$ cat config.mk
export PLATFORM = sky130hd
export DESIGN_NAME = arm_cond_unit
export DESIGN_NICKNAME = d
export VERILOG_FILES = /design/src/rtl/arm_cond_unit.sv
export SDC_FILE = /design/constraint.sdc
export NUM_CORES = 1
export LEC_CHECK = 0
export ABC_AREA = 1
export CAP_MARGIN = 20
export CORE_AREA = 2 2 39 41
export DETAILED_ROUTE_END_ITERATION = 8
export DIE_AREA = 0 0 41 43
export PLACE_DENSITY_LB_ADDON = 0.08
export SYNTH_ARGS = -nofsm -noshare
export SYNTH_HDL_FRONTEND = slang
export SYNTH_SLANG_ARGS = --single-unit
$ cat constraint.sdc
create_clock -name clk -period 3.8 [get_ports clk]
set_input_delay 1.14 -clock clk [delete_from_list [all_inputs] [get_ports clk]]
set_output_delay 1.14 -clock clk [all_outputs]
set_load 0.02 [all_outputs]
$ cat src/rtl/arm_cond_unit.sv
// ARM condition unit: architectural NZCV register, condition-field evaluation,
// the latched condition-pass bit, and gating of the controller write strobes.
module arm_cond_unit #(
  parameter int FLAG_W  = 4,
  parameter bit NV_EXEC = 1'b0
) (
  input  logic              clk,
  input  logic              reset_n,
  input  logic [3:0]        Cond,
  input  logic [FLAG_W-1:0] ALUFlags,
  input  logic              flag_valid,
  input  logic [1:0]        FlagW,
  input  logic              latch_cond,
  input  logic              PCS,
  input  logic              RegW,
  input  logic              MemW,
  input  logic              NextPC,
  output logic [FLAG_W-1:0] Flags,
  output logic              carry,
  output logic              CondEx,
  output logic              CondExQ,
  output logic              PCWrite,
  output logic              RegWrite,
  output logic              MemWrite
);

  function automatic logic cond_pass(input logic [3:0] c, input logic [FLAG_W-1:0] f);
    logic n, z, cf, v;
    logic res;
    n   = f[3];
    z   = f[2];
    cf  = f[1];
    v   = f[0];
    res = 1'b0;
    unique case (c)
      4'b0000: res = z;
      4'b0001: res = !z;
      4'b0010: res = cf;
      4'b0011: res = !cf;
      4'b0100: res = n;
      4'b0101: res = !n;
      4'b0110: res = v;
      4'b0111: res = !v;
      4'b1000: res = cf & !z;
      4'b1001: res = !cf | z;
      4'b1010: res = (n == v);
      4'b1011: res = (n != v);
      4'b1100: res = !z & (n == v);
      4'b1101: res = z | (n != v);
      4'b1110: res = 1'b1;
      default: res = NV_EXEC;
    endcase
    return res;
  endfunction

  assign CondEx = cond_pass(Cond, Flags);
  assign carry  = Flags[1];

  // Condition-pass latch: sampled in decode, held for the rest of the instruction
  always_ff @(posedge clk or negedge reset_n) begin
    if (!reset_n) begin
      CondExQ <= 1'b0;
    end else if (latch_cond) begin
      CondExQ <= CondEx;
    end
  end

  // Flag register: NZ and CV halves written independently, gated by the held pass bit
  always_ff @(posedge clk or negedge reset_n) begin
    if (!reset_n) begin
      Flags <= '0;
    end else if (flag_valid && CondExQ) begin
      if (FlagW[1]) Flags[3:2] <= ALUFlags[3:2];
      if (FlagW[0]) Flags[1:0] <= ALUFlags[1:0];
    end
  end

  assign PCWrite  = (PCS & CondExQ) | NextPC;
  assign RegWrite = RegW & CondExQ;
  assign MemWrite = MemW & CondExQ;

endmodule

Yosys cells after proc, flatten, opt, wreduce, memory -nomap -nowiden
Index checks and enable logic that the tools add are counted.
{"block": "totals", "elab_cells": 36, "ff_bits": 5}
{"block": "classes", "bitwise_logic": 8, "reduce_logical": 8, "n_eq_ne": 16, "muxes": 1}
{"cell": "equality test 4 bit, second input constant", "n": 7}
{"cell": "equality test 4 x 3 -> 1 bit, second input constant", "n": 4}
{"cell": "case mux 1 bit (15 select lines)", "n": 1}
{"cell": "equality test 4 x 2 -> 1 bit, second input constant", "n": 2}
{"cell": "AND 1 bit", "n": 5}
{"cell": "equality test 4 x 1 -> 1 bit, second input constant", "n": 1}
{"cell": "logical NOT 1 bit", "n": 4}
{"cell": "logical NOT 4 bit", "n": 1}
{"cell": "AND reduction 2 bit", "n": 2}
{"cell": "OR 1 bit", "n": 3}
{"cell": "equality test 1 bit", "n": 1}
{"cell": "logical AND 1 bit", "n": 1}
{"cell": "!= test 1 bit", "n": 1}

Depth between registers and ports, before layout
{"block": "logic_depth", "ltp_word": 3, "ltp_mapped": 11, "mapped_depth_nobuf": 11}

Least setup slack after synthesis
OpenSTA, ideal clock, no wires.
{"block": "synth_timing", "kind": "input -> output", "start": "input Cond[2]", "end": "output CondEx", "required_ps": 2660, "cell_stages": 8, "n_path_buf": 0, "arrival_ps": 1699, "slack_ps": 961, "path_cell_list": "inv_1 > nor2_1 > nand2_1 > nand2_1 > nand2_1 > nand2_1 > nor2_1 > nand2_1"}
{"block": "synth_between", "elab_chain_cells": 2, "word_cells_on_any_way": 16}
{"item": "start, declared", "line_no": "9", "rtl": "input logic [3:0] Cond,"}
{"item": "equality test 4 bit, or another cell as far along", "line_no": "35", "rtl": "unique case (c)"}
{"item": "case mux 1 bit (15 select lines) (*)", "line_no": "35"}
{"item": "end, declared", "line_no": "20", "rtl": "output logic CondEx,"}
Mark *: on every way between the ends. The rest lies on a longest branch, timed or not.

Worst setup path after layout
{"block": "layout_timing", "start": "input Cond[0]", "end": "output CondEx"}
The elaborated chain is that of the path after synthesis.

==> flow_summary.ini <==
[status]
status = finished, final reports clean

[power_and_ir_drop]
power-per-cell-area_nw_per_um2 = 576
vdd_drop_max_mv = 0.376
leakagePower_nw = 0.385

[clock_network]
cts_root_buf = clkbuf_4
htreeDepth = 1
clk_pin_slew_worst_paths_ns = 0.05
cts_buffers = 3
post_cts_buffers = 0
clk_latency_ns = 0.24
clk_path_buf_depth = 2
cts.sinks = 5
cts_hold_buffers = 0
cts_tree = built
cts-resized-gates = 1

[critical_path]
critPathArrivalTime_ns = 2.41
cpMaxStageDelayCell = clkdlybuf4s50_1
crit_required_ns = 2.66
path_max_fanout = 6
end_kind = primary output
critPathMaxStageDelay_ns = 0.56
path_class = in -> out
critPathLaunchType = input pin
worst-path-buf-inv = 3
cp_cell_sequence = clkdlybuf4s50_1 -> inv_1 -> nand2_1 -> nor2_1 -> nand3_1 -> nand2_1 -> nor2_1 -> nand2_1 -> clkbuf_2
cpMostUsedCell = nand2_1
cp_top_family = buffers and inverters

[detailed_routing]
firstDrtPassIters = 4
wl_um = 1140
wl_per_cell_um = 9.50
drc = 0
ant_nets = 0
drt_iter0_drc = 13
num_vias = 546
viasPerCell = 4.55

[die]
die_x_um = 41
core-area_sq_um = 1380
rows = 14
initial_utilization_pct = 30.8
dieArea_sq_um = 1760
chipHeight_um = 43
ios = 28

[sta]
max-slew-margin-rel_pct = 84.3
final_hold_viol_count = 0
max_freq_mhz = 282
fin_crit_sh_pct = 93.4
rsz0062_at_grt = false
hold_ws_ns = 0.608
layout_min_cycle_time_ns = 3.55
worst_clock_skew_ns = 0.00215
drv_slew = 0
worst_pin_slew_ns = 0.234
finalSetupViolCount = 0

[synth]
synth_top_area_share_pct = 29.3
synthArstFlopShare_pct = 100
ys_ff_latch = 5
yosysMostFrequentCell = nand2_1
syn_area_sq_um = 427
synth-warning-count = 0
syn_inst = 74
synth_commonest_cells = nand2_1 (27), inv_1 (12), nand3_1 (10), nor2_1 (10), dfrtp_1 (5)
synth_largest_area_cell = dfrtp_1
ys_seq_area_share_pct = 29.3
synth_fp_nets = 92
synth_flop_cell = dfrtp_1
synth_edf_count = 0
yosys-top-cells-area = dfrtp_1 (29%), nand2_1 (24%), nand3_1 (12%)
yosysUniqueCellTypes = 12
synth_area_per_cell_sq_um = 5.77

[grt]
grt_pass1_vias = 481
antenna_found_initial = 0
grt_max_degree = 8
grt_usage_pct = 16.1
grt_pass1_wl_um = 1860
grt_remaining_overflow = 0

[final_layout]
layout.nets = 123
synthToLayoutAreaGrowth_pct = 71.3
layout-drive-gt1-share_pct = 5.77
n_fill_cell = 141
n_antenna_cell = 0
finalNonFillerCells = 120

[placed_design]
place.gp.congestion = 0.671
hpwl_um = 965
port_buffers = 27
dp_cells = 116

[job]
max_cap_violations = 0

[hold_path]
hold_class = reg -> reg
==> final timing paths <==
check	startpoint	end	slack, ns	cells after the start
min in group asynchronous	reset_n	Flags[0]$_DFFE_PN0P_	1.12	1
max in group asynchronous	reset_n	Flags[1]$_DFFE_PN0P_	2.49	1
hold reg to reg	CondExQ$_DFFE_PN0P_	CondExQ$_DFFE_PN0P_	0.61	2
setup reg to reg	Flags[0]$_DFFE_PN0P_	CondExQ$_DFFE_PN0P_	2.53	10
setup / recovery	Cond[0]	CondEx	0.25	9
hold / removal	CondExQ$_DFFE_PN0P_	CondExQ$_DFFE_PN0P_	0.61	2
==> tightest hold or removal path: stages (launching register included) <==
cell     delay, ns
dfrtp_1       0.44
nand2_1       0.08
nand2_1       0.06
==> through the flow <==
stage | area, sq um | TNS (ns) | utilization (%) | total power, mW | setup WS [ns]
final | 731 | 0 | 52.8 | 0.421 | 0.249
after detailed placement | 709 | -0.194 | 51.3 | 0.364 | -0.194
after floorplan | 427 | 0 | - | 0.247 | 0.961
after global routing | 731 | 0 | 52.8 | 0.454 | 0.132
after CTS | 734 | 0 | 53.1 | 0.427 | 0.0832
after global placement | 709 | -0.172 | 51.3 | 0.363 | -0.172
==> state kept, by name, summed over array words and instances, names as in the netlist <==
name / flops
Flags: 4
CondExQ: 1
==> cell type report <==
type	instances	area (sq um)	area share (%)
Multi-Input combinational cell	56	249	34.1
Tap cell	16	20.0	2.74
Timing Repair Buffer	27	265	36.3
Clock buffer	4	26.3	3.60
Inverter	12	45.0	6.16
Sequential cell	5	125	17.1
==> power by group <==
part           switching [mW]  total [mW]  internal [mW]
Clock                  0.0232      0.0630         0.0398
Sequential             0.0335       0.112         0.0788
Combinational           0.130       0.246          0.116
Total                   0.187       0.421          0.234
==> layout by cell type, fill, tap and decap left out <==
| cell | synthesis | routed |
|---|---|---|
| nor2_1 | 10 | 10 |
| nand3b_1 | 1 | 1 |
| a21oi_1 | 4 | 4 |
| clkbuf_1 | 0 | 1 |
| clkbuf_4 | 0 | 3 |
| nand3_1 | 10 | 10 |
| a21o_1 | 1 | 1 |
| a21oi_2 | 1 | 1 |
| inv_1 | 12 | 12 |
| nor3_1 | 1 | 1 |
| dfrtp_1 | 5 | 5 |
| clkbuf_2 | 0 | 1 |
| mux2_2 | 1 | 1 |
| nand2_1 | 27 | 27 |
| clkdlybuf4s50_1 | 0 | 26 |
==> cell families after synthesis <==
family | after synthesis | synth area share (%)
AOI/OAI and AO/OA | 6 | 8.51
and+or+nand+nor | 49 | 47.2
buffers and inverters | 13 | 12.3
DFF | 5 | 29.3
muxes | 1 | 2.64
==> layer usage <==
metal | vias up | track usage (%) | wire length [um]
met5 | - | 0 | 0
met4 | 0 | 8.00 | 8
li1 | 291 | - | -
met2 | 19 | 25.6 | 565
met1 | 234 | 18.7 | 479
met3 | 2 | 4.19 | 86
(Power assumes the default switching activity.)
